==> src/rtl/viterbi_pkg.sv <==
// Shared types, code constants and helpers for the K=3, rate-1/2 Viterbi decoder.
package viterbi_pkg;

    // Trellis state {s1,s0}; s1 is the most recent past information bit.
    typedef logic [1:0] trellis_state_t;

    localparam logic [2:0]  G1         = 3'b111;
    localparam logic [2:0]  G0         = 3'b101;
    localparam int unsigned NUM_STATES = 4;
    localparam int unsigned INIT_PM    = 4;

    // Expected code symbol {c1,c0} when bit b is shifted in from state s.
    function automatic logic [1:0] branch_symbol(input trellis_state_t s, input logic b);
        logic [2:0] taps;
        taps = {b, s};
        return {^(taps & G1), ^(taps & G0)};
    endfunction

    // Hamming distance between two 2-bit symbols (0..2).
    function automatic logic [1:0] hamming2(input logic [1:0] x, input logic [1:0] y);
        logic [1:0] d;
        d = x ^ y;
        return {d[1] & d[0], d[1] ^ d[0]};
    endfunction

endpackage

==> src/rtl/viterbi_decoder_if.sv <==
// Symbol-in / bit-out stream bundle of the Viterbi decoder.
interface viterbi_decoder_if;

    logic [1:0] cin;
    logic       in_valid;
    logic       bout;
    logic       out_valid;

    modport master (output cin, output in_valid, input bout, input out_valid);
    modport slave  (input cin, input in_valid, output bout, output out_valid);

endinterface

==> src/rtl/viterbi_acs.sv <==
// Add-compare-select for one trellis state; ties resolve to the {x,0} predecessor.
module viterbi_acs #(
    parameter int unsigned PM_W = 3
) (
    input  logic [PM_W-1:0] pm0,
    input  logic [PM_W-1:0] pm1,
    input  logic [1:0]      bm0,
    input  logic [1:0]      bm1,
    output logic [PM_W:0]   pm_new,
    output logic            dec
);

    localparam int unsigned SW = PM_W + 1;

    logic [PM_W:0] sum0;
    logic [PM_W:0] sum1;

    // Extend by one bit so the add never wraps before normalization.
    always_comb begin
        sum0   = SW'(pm0) + SW'(bm0);
        sum1   = SW'(pm1) + SW'(bm1);
        dec    = (sum1 < sum0);
        pm_new = dec ? sum1 : sum0;
    end

endmodule

==> src/rtl/viterbi_decoder.sv <==
// Hard-decision Viterbi decoder, 4-state trellis, register-exchange survivors.
// Optional macro VITERBI_BEST_STATE_EN: output taken from the minimum-metric
// survivor instead of the state-00 survivor.
module viterbi_decoder
    import viterbi_pkg::*;
#(
    parameter int unsigned TB_DEPTH = 15,
    parameter int unsigned PM_W     = 3
) (
    input  logic             ck,
    input  logic             rset,
    viterbi_decoder_if.slave bus
);

    localparam int unsigned CNT_W = $clog2(TB_DEPTH + 1);

    logic [PM_W-1:0]     pm_q      [NUM_STATES];
    logic [PM_W-1:0]     pm_next   [NUM_STATES];
    logic [PM_W:0]       acs_pm    [NUM_STATES];
    logic                acs_dec   [NUM_STATES];
    logic [1:0]          bm        [NUM_STATES][2];
    logic [TB_DEPTH-1:0] surv_q    [NUM_STATES];
    logic [TB_DEPTH-1:0] surv_next [NUM_STATES];
    logic [PM_W:0]       pm_min;
    logic [CNT_W-1:0]    fill_q;
    logic                full;
    trellis_state_t      sel;

    // Branch metric for every (predecessor state, input bit) transition.
    always_comb begin
        for (int unsigned p = 0; p < NUM_STATES; p++) begin
            for (int unsigned b = 0; b < 2; b++) begin
                bm[p][b] = hamming2(bus.cin, branch_symbol(trellis_state_t'(p), 1'(b)));
            end
        end
    end

    // New state {b,x} has predecessors {x,0} and {x,1}.
    for (genvar s = 0; s < NUM_STATES; s++) begin : g_acs
        localparam int unsigned X = s % 2;
        localparam int unsigned B = s / 2;

        viterbi_acs #(.PM_W(PM_W)) u_acs (
            .pm0    (pm_q[2*X]),
            .pm1    (pm_q[2*X+1]),
            .bm0    (bm[2*X][B]),
            .bm1    (bm[2*X+1][B]),
            .pm_new (acs_pm[s]),
            .dec    (acs_dec[s])
        );
    end

    // Rebase metrics so the best one is 0; the bounded spread then fits PM_W bits.
    always_comb begin
        pm_min = acs_pm[0];
        for (int unsigned s = 1; s < NUM_STATES; s++) begin
            if (acs_pm[s] < pm_min) pm_min = acs_pm[s];
        end
        for (int unsigned s = 0; s < NUM_STATES; s++) begin
            pm_next[s] = PM_W'(acs_pm[s] - pm_min);
        end
    end

    // Each survivor inherits its winning predecessor's history plus the new bit s1.
    always_comb begin
        for (int unsigned s = 0; s < NUM_STATES; s++) begin
            surv_next[s] = {surv_q[{s[0], acs_dec[s]}][TB_DEPTH-2:0], s[1]};
        end
    end

    // Metric and survivor registers; hold while no symbol is accepted.
    always_ff @(posedge ck or posedge rset) begin
        if (rset) begin
            for (int unsigned s = 0; s < NUM_STATES; s++) begin
                pm_q[s]   <= (s == 0) ? '0 : PM_W'(INIT_PM);
                surv_q[s] <= '0;
            end
        end else if (bus.in_valid) begin
            pm_q   <= pm_next;
            surv_q <= surv_next;
        end
    end

`ifdef VITERBI_BEST_STATE_EN
    trellis_state_t best_next;
    trellis_state_t best_q;

    // Lowest-index state holding the minimum new metric.
    always_comb begin
        best_next = '0;
        for (int unsigned s = 1; s < NUM_STATES; s++) begin
            if (acs_pm[s] < acs_pm[best_next]) best_next = trellis_state_t'(s);
        end
    end

    // Best state tracks the metric registers so it describes the current survivors.
    always_ff @(posedge ck or posedge rset) begin
        if (rset) begin
            best_q <= '0;
        end else if (bus.in_valid) begin
            best_q <= best_next;
        end
    end

    // Output survivor selection.
    always_comb begin
        sel = best_q;
    end
`else
    // Output survivor selection.
    always_comb begin
        sel = '0;
    end
`endif

    // Fill counter saturating at the survivor depth.
    always_ff @(posedge ck or posedge rset) begin
        if (rset) begin
            fill_q <= '0;
        end else if (bus.in_valid && !full) begin
            fill_q <= fill_q + 1'b1;
        end
    end

    // Survivors are only trustworthy once D symbols have been absorbed.
    always_comb begin
        full = (fill_q == CNT_W'(TB_DEPTH));
    end

    // Registered output from the oldest bit of the selected pre-update survivor.
    always_ff @(posedge ck or posedge rset) begin
        if (rset) begin
            bus.bout      <= 1'b0;
            bus.out_valid <= 1'b0;
        end else begin
            bus.out_valid <= bus.in_valid && full;
            if (bus.in_valid) bus.bout <= surv_q[sel][TB_DEPTH-1];
        end
    end

endmodule
==> src/flat_wrapper.sv <==
// flat-port wrapper written by rule: the top's interface ports become plain ports
module viterbi_decoder_flat import viterbi_pkg::*;
#(
    parameter int unsigned TB_DEPTH = 15,
    parameter int unsigned PM_W     = 3
)
  (ck, rset, bus_cin, bus_in_valid, bus_bout, bus_out_valid);
  viterbi_decoder_if bus_i ();
  input  logic ck;
  input  logic rset;
  input wire logic [$bits(bus_i.cin)-1:0] bus_cin;
  input wire logic [$bits(bus_i.in_valid)-1:0] bus_in_valid;
  output wire logic [$bits(bus_i.bout)-1:0] bus_bout;
  output wire logic [$bits(bus_i.out_valid)-1:0] bus_out_valid;
  assign bus_i.cin = bus_cin;
  assign bus_i.in_valid = bus_in_valid;
  assign bus_bout = bus_i.bout;
  assign bus_out_valid = bus_i.out_valid;
  viterbi_decoder #(.TB_DEPTH(TB_DEPTH), .PM_W(PM_W)) u_core (.ck(ck), .rset(rset), .bus(bus_i));
endmodule
==> config.mk <==
export PLATFORM = sky130hd
export DESIGN_NAME = viterbi_decoder_flat
export DESIGN_NICKNAME = d
export VERILOG_FILES = /design/src/rtl/viterbi_pkg.sv /design/src/rtl/viterbi_decoder_if.sv /design/src/rtl/viterbi_acs.sv /design/src/rtl/viterbi_decoder.sv /design/src/flat_wrapper.sv
export SDC_FILE = /design/constraint.sdc
export NUM_CORES = 1
export LEC_CHECK = 0
export BUFFER_PORTS_ARGS = -buffer_cell sky130_fd_sc_hd__buf_4
export CORE_MARGIN = 2
export CORE_UTILIZATION = 35
export CTS_CLUSTER_DIAMETER = 120
export CTS_CLUSTER_SIZE = 8
export DETAILED_ROUTE_END_ITERATION = 8
export PLACE_DENSITY = 0.58
export SYNTH_ARGS = -nofsm -noshare
export SYNTH_HDL_FRONTEND = slang
export SYNTH_SLANG_ARGS = --single-unit
==> constraint.sdc <==
create_clock -name ck -period 9.65 [get_ports ck]
set_clock_uncertainty 0.2 [all_clocks]
set_input_delay 0.965 -clock ck [delete_from_list [all_inputs] [get_ports ck]]
set_output_delay 0.965 -clock ck [all_outputs]
set_load 0.02 [all_outputs]
Word level (Yosys, flattened, before mapping) --
Cells that the tools add are included.
Word-level totals: bits in registers 76, word-level logic and storage cells 73
Cells by class: add/subtract/negate cells 13, order comparisons 11, equal/unequal tests 1, mux-type cells 19, bitwise gates (word level) 15, reduce and logical (&&, ||, !) cells 3
Operator list (count):
- $bmux 15 s2 | 4
- $mux 14 | 8
- $add 3x2->4 | 8
- $lt 4x4->1 | 7
- $mux 4 | 6
- $ge 3x3->1 const B | 4
- $sub 3x3->3 | 4
- $not 1->3 | 2
- $not 2->3 | 2
- $add 4x1->4 const B | 1
- $and 1x1->1 | 4
- $eq 4x4->1 const B | 1
- $xor 1x1->1 | 4
- $mux 3 | 1
- $logic_and 1x1->1 | 2
- $not 1->1 | 2
- $not 2->2 | 1
- $logic_not 1->1 | 1

Depth between registers and ports, before layout --
Gate-level depths: netlist (run 1).
depth in word-level cells 12, mapped depth 39, mapped depth without buffers 38

Modules after synthesis --
A second synthesis (run 1) with hierarchy kept.
Second synthesis, totals: cell total of the unflattened synthesis 494, area, all modules 4902.2 um2
Modules (own cells, without submodules):
- viterbi_decoder | times used 1, cells each 366, area an instance 3696.0 um2, seq. area each 1705.4 um2
- viterbi_acs | times used 4, cells each 32, area an instance 301.5 um2, seq. area each 0.0 um2

Least setup slack after synthesis (run 1) --
Ideal clock, no wire load.
path type input port to flip-flop, start input bus_cin[0], end register u_core.pm_q[11] (netlist name), arrival 7.904 ns, required time 9.325 ns, setup slack 1.421 ns, cell stages on the path 36, buffers on the path 1, path through inv_1 -> ha_1 -> inv_1 -> ha_1 -> nor2b_1 -> o21ai_0 -> o21ai_0 -> and2_1 -> ha_1 -> nand2b_1 -> o221ai_2 -> mux2i_2 -> inv_1 -> ha_1 -> a21oi_1 -> o21ba_1 -> o21ai_0 -> o31a_1 -> mux2i_4 -> inv_1 -> ha_1 -> a211o_1 -> o31ai_4 -> mux2i_4 -> ha_1 -> a211oi_1 -> nor2b_1 -> a311o_1 -> buf_6 -> nor2_1 -> a21oi_1 -> ha_1 -> fa_1 -> xor2_1 -> xnor2_1 -> mux2_4
On the way: cells in the longest elaborated chain, start to end 12, elaborated cells on any way between the ends 33, those cells by class add/sub (9); order compare (7); mux (7); bitwise (10)
Ends and longest elaborated chain:
- from (decl) | RTL line flat_wrapper.sv:11 | input wire logic [$bits(bus_i.cin)-1:0] bus_cin;
- $not 1->1 (no source line) / $not 2->2 (equally long branches)
- $xor 1x1->1 / $and 1x1->1 (equally long branches) | RTL line viterbi_pkg.sv:23 | return {d[1] & d[0], d[1] ^ d[0]};
- $add 3x2->4 | RTL line viterbi_acs.sv:21 | sum1 = SW'(pm1) + SW'(bm1);
- $lt 4x4->1 | RTL line viterbi_acs.sv:22 | dec = (sum1 < sum0);
- $mux 4 | RTL line viterbi_acs.sv:23 | pm_new = dec ? sum1 : sum0;
- $lt 4x4->1 | RTL line viterbi_decoder.sv:57 | if (acs_pm[s] < pm_min) pm_min = acs_pm[s];
- $mux 4 | RTL line viterbi_decoder.sv:57
- $lt 4x4->1 | RTL line viterbi_decoder.sv:57
- $mux 4 | RTL line viterbi_decoder.sv:57
- $lt 4x4->1 | RTL line viterbi_decoder.sv:57
- $mux 3 | RTL line viterbi_decoder.sv:57
- $sub 3x3->3 (*) | RTL line viterbi_decoder.sv:60 | pm_next[s] = PM_W'(acs_pm[s] - pm_min);
- to (signal, indexed assignment) | RTL line viterbi_decoder.sv:75 | pm_q[s] <= (s == 0) ? '0 : PM_W'(INIT_PM);
- to (signal assigned) | RTL line viterbi_decoder.sv:79 | pm_q <= pm_next;
- to (decl) | RTL line viterbi_decoder.sv:17 | logic [PM_W-1:0] pm_q [NUM_STATES];
Every way passes the cells marked *; elsewhere a longest branch is shown, timed or not. A chain may end at the register's enable or synchronous reset.

Worst setup path in the final report (run 1) --
Same ends and word-level chain as after synthesis.

==> flow_summary.rst, run 1 <==
.. list-table::
   :header-rows: 1

   * - Metric
     - Value
   * - Most frequent cell on the critical path
     - ha_1
   * - Initial antenna violation count
     - 0
   * - Final Max Tran Viols
     - 0
   * - Setup bufs post-CTS
     - 0
   * - Number of global-route vias before repair
     - around 3500
   * - Cells after synthesis
     - just over 500
   * - X dimension of the die
     - about 120 um
   * - Worst-Skew Late Latency
     - 330 ps
   * - Num Clock Sinks
     - slightly below 70
   * - Filler cell count in the final layout
     - 1369
   * - Ports
     - 7
   * - Main flop type after synthesis
     - dfrtp_1
   * - Length in cells of the worst reg-to-reg path
     - 30
   * - Post-layout nets
     - 565
   * - Placer Congestion
     - a little under 0.9
   * - Detailed-router iteration count before antenna repair
     - 4
   * - Cell at the root of the clock tree
     - clkbuf_16
   * - H-tree levels
     - 3
   * - Post-route ant nets
     - 0
   * - Register-to-register setup slack
     - around 1600 ps
   * - Sequential-to-total area share from yosys stat
     - a little over a third
   * - Worst min-delay path category
     - reg -> reg
   * - Die area
     - 14800 um2
   * - Starting density of the core
     - 35.4%
   * - Number of buffers between clock root and the deepest sink
     - 2
   * - Reg2Reg Launch Point
     - u_core.pm_q[9]
   * - Aggregate negative setup slack
     - 0 ps
   * - Post-synth cell types
     - 55
   * - TritonCTS Buffers
     - 9
   * - Final critical-path required period
     - about 8800 ps
   * - Syn. warnings
     - 0
   * - Count of buffers inserted at the top-level ports
     - 6
   * - Worst path slowest cell
     - mux2i_1
   * - Slew Limit Headroom
     - between 20% and 30%
   * - Syn nets
     - approximately 570
   * - Count of buffering cells on the critical path with inverters included
     - 5
   * - First-pass GRT wire length
     - ~17 mm
   * - Placeable core region
     - ~14000 um2
   * - Setup Viol. Count Final
     - 0
   * - Antenna Diode Count
     - 0
   * - Clk slew on worst S/H paths
     - about 50 ps
   * - Flip-flop and latch count after synthesis
     - 68
   * - Mean instance size in the synthesized netlist
     - between 9 and 10 um2
   * - Fin crit share
     - between 90% and 100%
   * - Maximum net fanout on the critical path
     - 8
   * - Total Wirelength
     - 9.68 mm
   * - Unrepaired setup endpoints after global routing
     - no
   * - WS Path Type
     - in -> reg
   * - Critical path depth in cells
     - 34
   * - HPWL after detailed placement
     - 6.99 mm
   * - Run status
     - complete, no violations
   * - Total routing resource utilization after global routing
     - 14.3%
   * - Hold-fix buffer count after cts
     - 0
   * - Share of cells above drive strength 1
     - around 10%
   * - Capture point of the worst path
     - u_core.pm_q[11]
   * - CP Capture Type
     - flip-flop
   * - Maximum operating frequency
     - approximately 110 MHz
   * - Worst-margin pin slew
     - between 1000 and 1500 ps
   * - Max-cap check violation count
     - 0
   * - # DRC
     - 0
   * - Synth async-reset ratio
     - between 90% and 100%
   * - Data arrival time of the critical path
     - ~8800 ps
   * - Largest delay share family, worst path
     - compound AO/OA/AOI/OAI gates
   * - Area added between synthesis and finish
     - 10.3%
   * - Resize count post-CTS
     - 0
   * - Maximum number of pins on one net before global-route repair
     - 120
   * - Post-synth EDFFs
     - 0
   * - Drt first-iter violations
     - 200
   * - Total gr overflow
     - 0
   * - WP data required
     - 9660 ps
   * - Critical path's largest stage delay
     - 640 ps
   * - R2r endpoint
     - u_core.pm_q[11]
   * - Syn Std Cell Area
     - approximately 4900 um2
   * - Origin of the worst setup path
     - bus_cin[0]
   * - Total via count in the routed design
     - roughly 3500
   * - Hold violation total from the final report
     - 0
   * - Die outline height
     - 122 um
   * - Element type at the critical path start
     - primary input
   * - Routed length per placed instance
     - 14.0 um
   * - Total number of placement rows
     - 43
   * - CTS tree
     - built
   * - Vias per Instance
     - approximately 5
==> placed cells by master (no fill, tap or decap), types with 14 or more instances in the layout <==
cell     Yosys  layout
ha_1        52      52
dfrtp_1     65      65
mux2i_1     50      50
inv_1       37      36
a21oi_1     68      67
nand2_1     17      17
nor2_1      62      62
xnor2_1     14      14
o21ai_0     22      22
==> state kept, by name (all words and copies together), names as in the netlist <==
signal                count
u_core.pm_q              12
u_core.bus.out_valid      1
u_core.surv_q            50
u_core.bus.bout           1
u_core.fill_q             4
==> synth_stat cells (2+ instances only) <==
library cell	count	area share, %
xnor2_1	14	2.5
o21ba_1	2	0.41
and2_1	9	1.2
inv_1	37	2.9
a21oi_2	2	0.36
mux2i_4	3	1.4
nor2_1	62	4.8
clkbuf_1	17	1.3
dfrtp_1	65	33
nor2b_1	10	1.3
a21oi_1	68	7.0
o21ai_1	3	0.31
mux2i_2	2	0.57
fa_1	4	1.6
o21a_1	3	0.46
o21ai_0	22	2.3
nand2b_1	5	0.64
mux2_2	4	0.93
mux2i_1	50	10
a31oi_1	2	0.26
buf_1	3	0.23
o2bb2ai_1	4	0.72
nor3_1	3	0.31
nand2_1	17	1.3
ha_1	52	13
dfstp_2	3	1.6
xor2_1	10	1.8
mux2_4	2	0.62
==> per-layer routing <==
layer / share of wire [%] / up-vias / wire, um / track usage [%]
li1: - / 1749 / - / -
met2: 45 / 41 / 4400 / 22.4
met1: 50 / 1651 / 4820 / 19.5
met5: 0 / - / 0 / 0
met4: 2.7 / 0 / 263 / 6.75
met3: 2.0 / 18 / 196 / 1.92
==> how the worst min path moves through the flow <==
stage / endpoint / slack [ps] / from / cells after the start
after floorplan: u_core.surv_q[0] / 240 / u_core.surv_q[0] / 1
after CTS: u_core.surv_q[0] / 260 / u_core.surv_q[0] / 1
after global placement: u_core.surv_q[0] / 260 / u_core.surv_q[0] / 1
after global routing: u_core.surv_q[0] / 280 / u_core.surv_q[0] / 1
final: u_core.surv_q[0] / 260 / u_core.surv_q[0] / 1
after detailed placement: u_core.surv_q[0] / 250 / u_core.surv_q[0] / 1
==> cell families (layout without fill, tap and decap cells) <==
family / Yosys count / count (layout) / synth area share [%]
AO/OA/AOI/OAI: 123 / 123 / 16.3
XOR/XNOR: 24 / 24 / 4.33
adder cells (fa/ha/maj): 56 / 56 / 15.0
buffers and inverters: 59 / 63 / 4.74
flip-flops: 68 / 68 / 35.1
multiplexers: 61 / 61 / 13.8
AND/OR/NAND/NOR: 114 / 114 / 10.7
==> final cells by class <==
cell class                      count  area, um2  share of cell area, %
Multi-Input combinational cell    378       2930                   54.6
Sequential cell                    68       1710                   31.8
Clock buffer                       11        233                   4.34
Tap cell                          180        225                   4.20
Inverter                           37        139                   2.59
Timing Repair Buffer               10       75.1                   1.40
Clock inverter                      5       55.1                   1.03
==> through the flow <==
step	utilization, %	instances	setup slack, ps	area [um2]	hold WS (ps)
3_3_place_gp	37.0	673	870	5070	255
5_1_grt	39.1	689	253	5360	285
4_1_cts	39.1	689	861	5360	263
2_1_floorplan	-	505	1420	4860	237
6_report	39.1	689	830	5360	258
3_5_place_dp	37.0	673	562	5070	250
Power of run 1 is not shown: default switching activity piles up to over one toggle a cycle in this logic, so the estimate is an artifact.
==> run 2: changes to the inputs <==
Settings changed: CORE_UTILIZATION 35 to 64, PLACE_DENSITY 0.58 to 0.9.
Clock period 9.65 ns to 9.1 ns, I/O delays scaled along.
==> run 2 against run 1 <==
Effect of this change:
- cell area shrank 2.1%
- utilization is 33 points higher
- clock-buffer cell count unchanged
- non-clock buffer count did not move
- flip-flop and latch count stayed put
- worst hold slack improved by 55 ps
- critical path depth increased by 4
- via count increased by 1.5%
- die area decreased by 44%
- register-to-register slack worse by 340 ps
- setup slack worse by 310 ps
==> flow_summary.rst, run 2 (synthesis results as in run 1) <==
.. list-table::
   :header-rows: 1

   * - Metric
     - Value
   * - Maximum number of pins on one net before global-route repair
     - 120 (unchanged)
   * - Total Wirelength
     - 9.89 mm (was 9.68 mm)
   * - H-tree levels
     - 3 (unchanged)
   * - HPWL after detailed placement
     - 6.88 mm (was 6.99 mm)
   * - Post-layout nets
     - 565 (unchanged)
   * - Largest delay share family, worst path
     - adder cells (was compound AO/OA/AOI/OAI gates)
   * - Count of buffering cells on the critical path with inverters included
     - 5 (unchanged)
   * - Die area
     - 8300 um2 (was 14800 um2)
   * - CP Capture Type
     - flip-flop (unchanged)
   * - First-pass GRT wire length
     - 16.7 mm (about the same)
   * - Placer Congestion
     - 0.868 (was 0.873)
   * - Maximum net fanout on the critical path
     - 8 (unchanged)
   * - Share of cells above drive strength 1
     - 11.0% (was 10.2%)
   * - Total routing resource utilization after global routing
     - 25.1% (was 14.3%)
   * - Reg2Reg Launch Point
     - u_core.pm_q[0] (was u_core.pm_q[9])
   * - Count of buffers inserted at the top-level ports
     - 6 (unchanged)
   * - Num Clock Sinks
     - 68 (unchanged)
   * - Critical path's largest stage delay
     - 460 ps (was 640 ps)
   * - Biggest register
     - u_core.surv_q (unchanged)
   * - Min setup slack post-route
     - 516 ps (was 830 ps)
   * - Startpoint of the lowest-slack hold path
     - u_core.bus.bout (was u_core.surv_q[0])
   * - Antenna Diode Count
     - 0 (unchanged)
   * - Routed length per placed instance
     - 16.3 um (was 14.0 um)
   * - Worst path slowest cell
     - a311o_2 (was mux2i_1)
   * - Ports
     - 7 (unchanged)
   * - Fin crit share
     - ~94%
   * - Origin of the worst setup path
     - bus_cin[0] (unchanged)
   * - Drt first-iter violations
     - 225 (was 200)
   * - WS Path Type
     - in -> reg (unchanged)
   * - Flip-flop count of the largest register, all copies and words added
     - 50 (unchanged)
   * - Slew Limit Headroom
     - 28.8% (was 25.9%)
   * - Hold violation total from the final report
     - 0 (unchanged)
   * - Most frequent cell on the critical path
     - ha_1 (unchanged)
   * - Vias per Instance
     - 5.77 (was 5.02)
   * - Placeable core region
     - 7290 um2 (was 13700 um2)
   * - Data arrival time of the critical path
     - 8610 ps (was 8830 ps)
   * - Worst-margin pin slew
     - 1070 ps (was 1110 ps)
   * - Post-placement worst setup slack
     - 66.2 ps (was 562 ps)
   * - TritonCTS Buffers
     - 9 (unchanged)
   * - Element type at the critical path start
     - primary input (unchanged)
   * - Worst-Skew Late Latency
     - 340 ps (was 330 ps)
   * - Total number of placement rows
     - 31 (was 43)
   * - Setup Viol. Count Final
     - 0 (unchanged)
   * - Number of buffers between clock root and the deepest sink
     - 2 (unchanged)
   * - WP data required
     - 9130 ps (was 9660 ps)
   * - Final critical-path required period
     - 8580 ps
   * - Final Max Tran Viols
     - 0 (unchanged)
   * - Grt met2 use
     - 44.4% (was 22.4%)
   * - Met1 track demand over resource in global routing
     - 31.0% (was 19.5%)
   * - Largest registers
     - u_core.surv_q x50, u_core.pm_q x12, u_core.fill_q x4 (unchanged)
   * - # DRC
     - 0 (unchanged)
   * - Area added between synthesis and finish
     - 7.96% (was 10.3%)
   * - Run status
     - complete, no violations (unchanged)
   * - Detailed-router iteration count before antenna repair
     - 4 (unchanged)
   * - Worst min-delay path category
     - reg -> reg (unchanged)
   * - X dimension of the die
     - 91.1 um (was 122 um)
   * - Total gr overflow
     - 0 (unchanged)
   * - Clk slew on worst S/H paths
     - 80 ps (was 50 ps)
   * - Max-cap check violation count
     - 0 (unchanged)
   * - Most frequent cells in the layout
     - a21oi_1 (68), dfrtp_1 (65), nor2_1 (62) (was a21oi_1 (67), dfrtp_1 (65), nor2_1 (62))
   * - Maximum operating frequency
     - around 120 MHz
   * - Die outline height
     - 91.1 um (was 122 um)
   * - Number of global-route vias before repair
     - 3615 (was 3498)
   * - Hold-fix buffer count after cts
     - 0 (unchanged)
   * - Most frequent standard cell in the layout excluding fill and tap cells
     - a21oi_1 (unchanged)
   * - CTS tree
     - built (unchanged)
   * - Total via count in the routed design
     - 3511 (was 3459)
   * - Cell at the root of the clock tree
     - clkbuf_8 (was clkbuf_16)
   * - Starting density of the core
     - 66.6% (was 35.4%)
   * - Initial antenna violation count
     - 0 (unchanged)
   * - Met3 capacity usage during global routing
     - 4.65% (was 1.92%)
   * - Post-route ant nets
     - 0 (unchanged)
   * - GRT Max-Usage Layer
     - met2 (unchanged)
[run 2: cell count changes in the layout (fill, tap and decap cells not counted), moves of 2 or more]
cell       delta
clkinv_2      -2
clkbuf_8     +11
bufinv_16     +2
clkbuf_16     -9
clkbuf_1      -2
[run 2: layer usage]
metal	vias to the layer above	part of all wire, %
met5	-	0
met4	0	1.8
met3	18	3.9
met2	77	51
met1	1678	43
li1	1738	-
[run 2: worst paths after layout]
path / end / cells after the start / slack, ps
setup / recovery: u_core.pm_q[11] / 38 / 520
hold / removal: u_core.bus.bout / 1 / 310
setup reg to reg: u_core.pm_q[11] / 34 / 1280
hold reg to reg: u_core.bus.bout / 1 / 310
max in group asynchronous: u_core.surv_q[25] / 3 / 7520
min in group asynchronous: u_core.fill_q[0] / 3 / 630
[run 2: stage by stage]
step                instance area [um2]  instances  hold WS, ps  util (%)  TNS (ps)
CTS                                5220        608          312      71.6         0
floorplan                          4860        505          237         -         0
global route                       5250        608          328      71.9     -12.8
global placement                   4970        592          252      68.1         0
detailed placement                 4970        592          269      68.1         0
finish                             5250        608          313      71.9         0
[run 2: layout make-up]
class / instances / area [um2]
Multi-Input combinational cell: 378 / 2940
Fill cell: 524 / 2050
Sequential cell: 68 / 1710
Clock buffer: 11 / 151
Inverter: 37 / 139
Tap cell: 99 / 124
Clock inverter: 5 / 106
Timing Repair Buffer: 10 / 75.1
[run 2: timing repair]
action,CTS,global route
setup endpoints to repair,0,8
resized for setup,0,5
hold endpoints to repair,0,0
setup buffers,0,0
[run 2: worst reg2reg max path, delay by kind of cell, from the launching register on]
kind / cells / cell delay (ps)
xor gates and xnor gates: 2 / 340
adders and majority gates: 7 / 2090
AOI/OAI and AO/OA: 13 / 2260
and+or+nand+nor: 6 / 960
buffers and inverters: 2 / 140
muxes: 4 / 1280
DFF: 1 / 410
Power of run 2 is left out for the same reason.
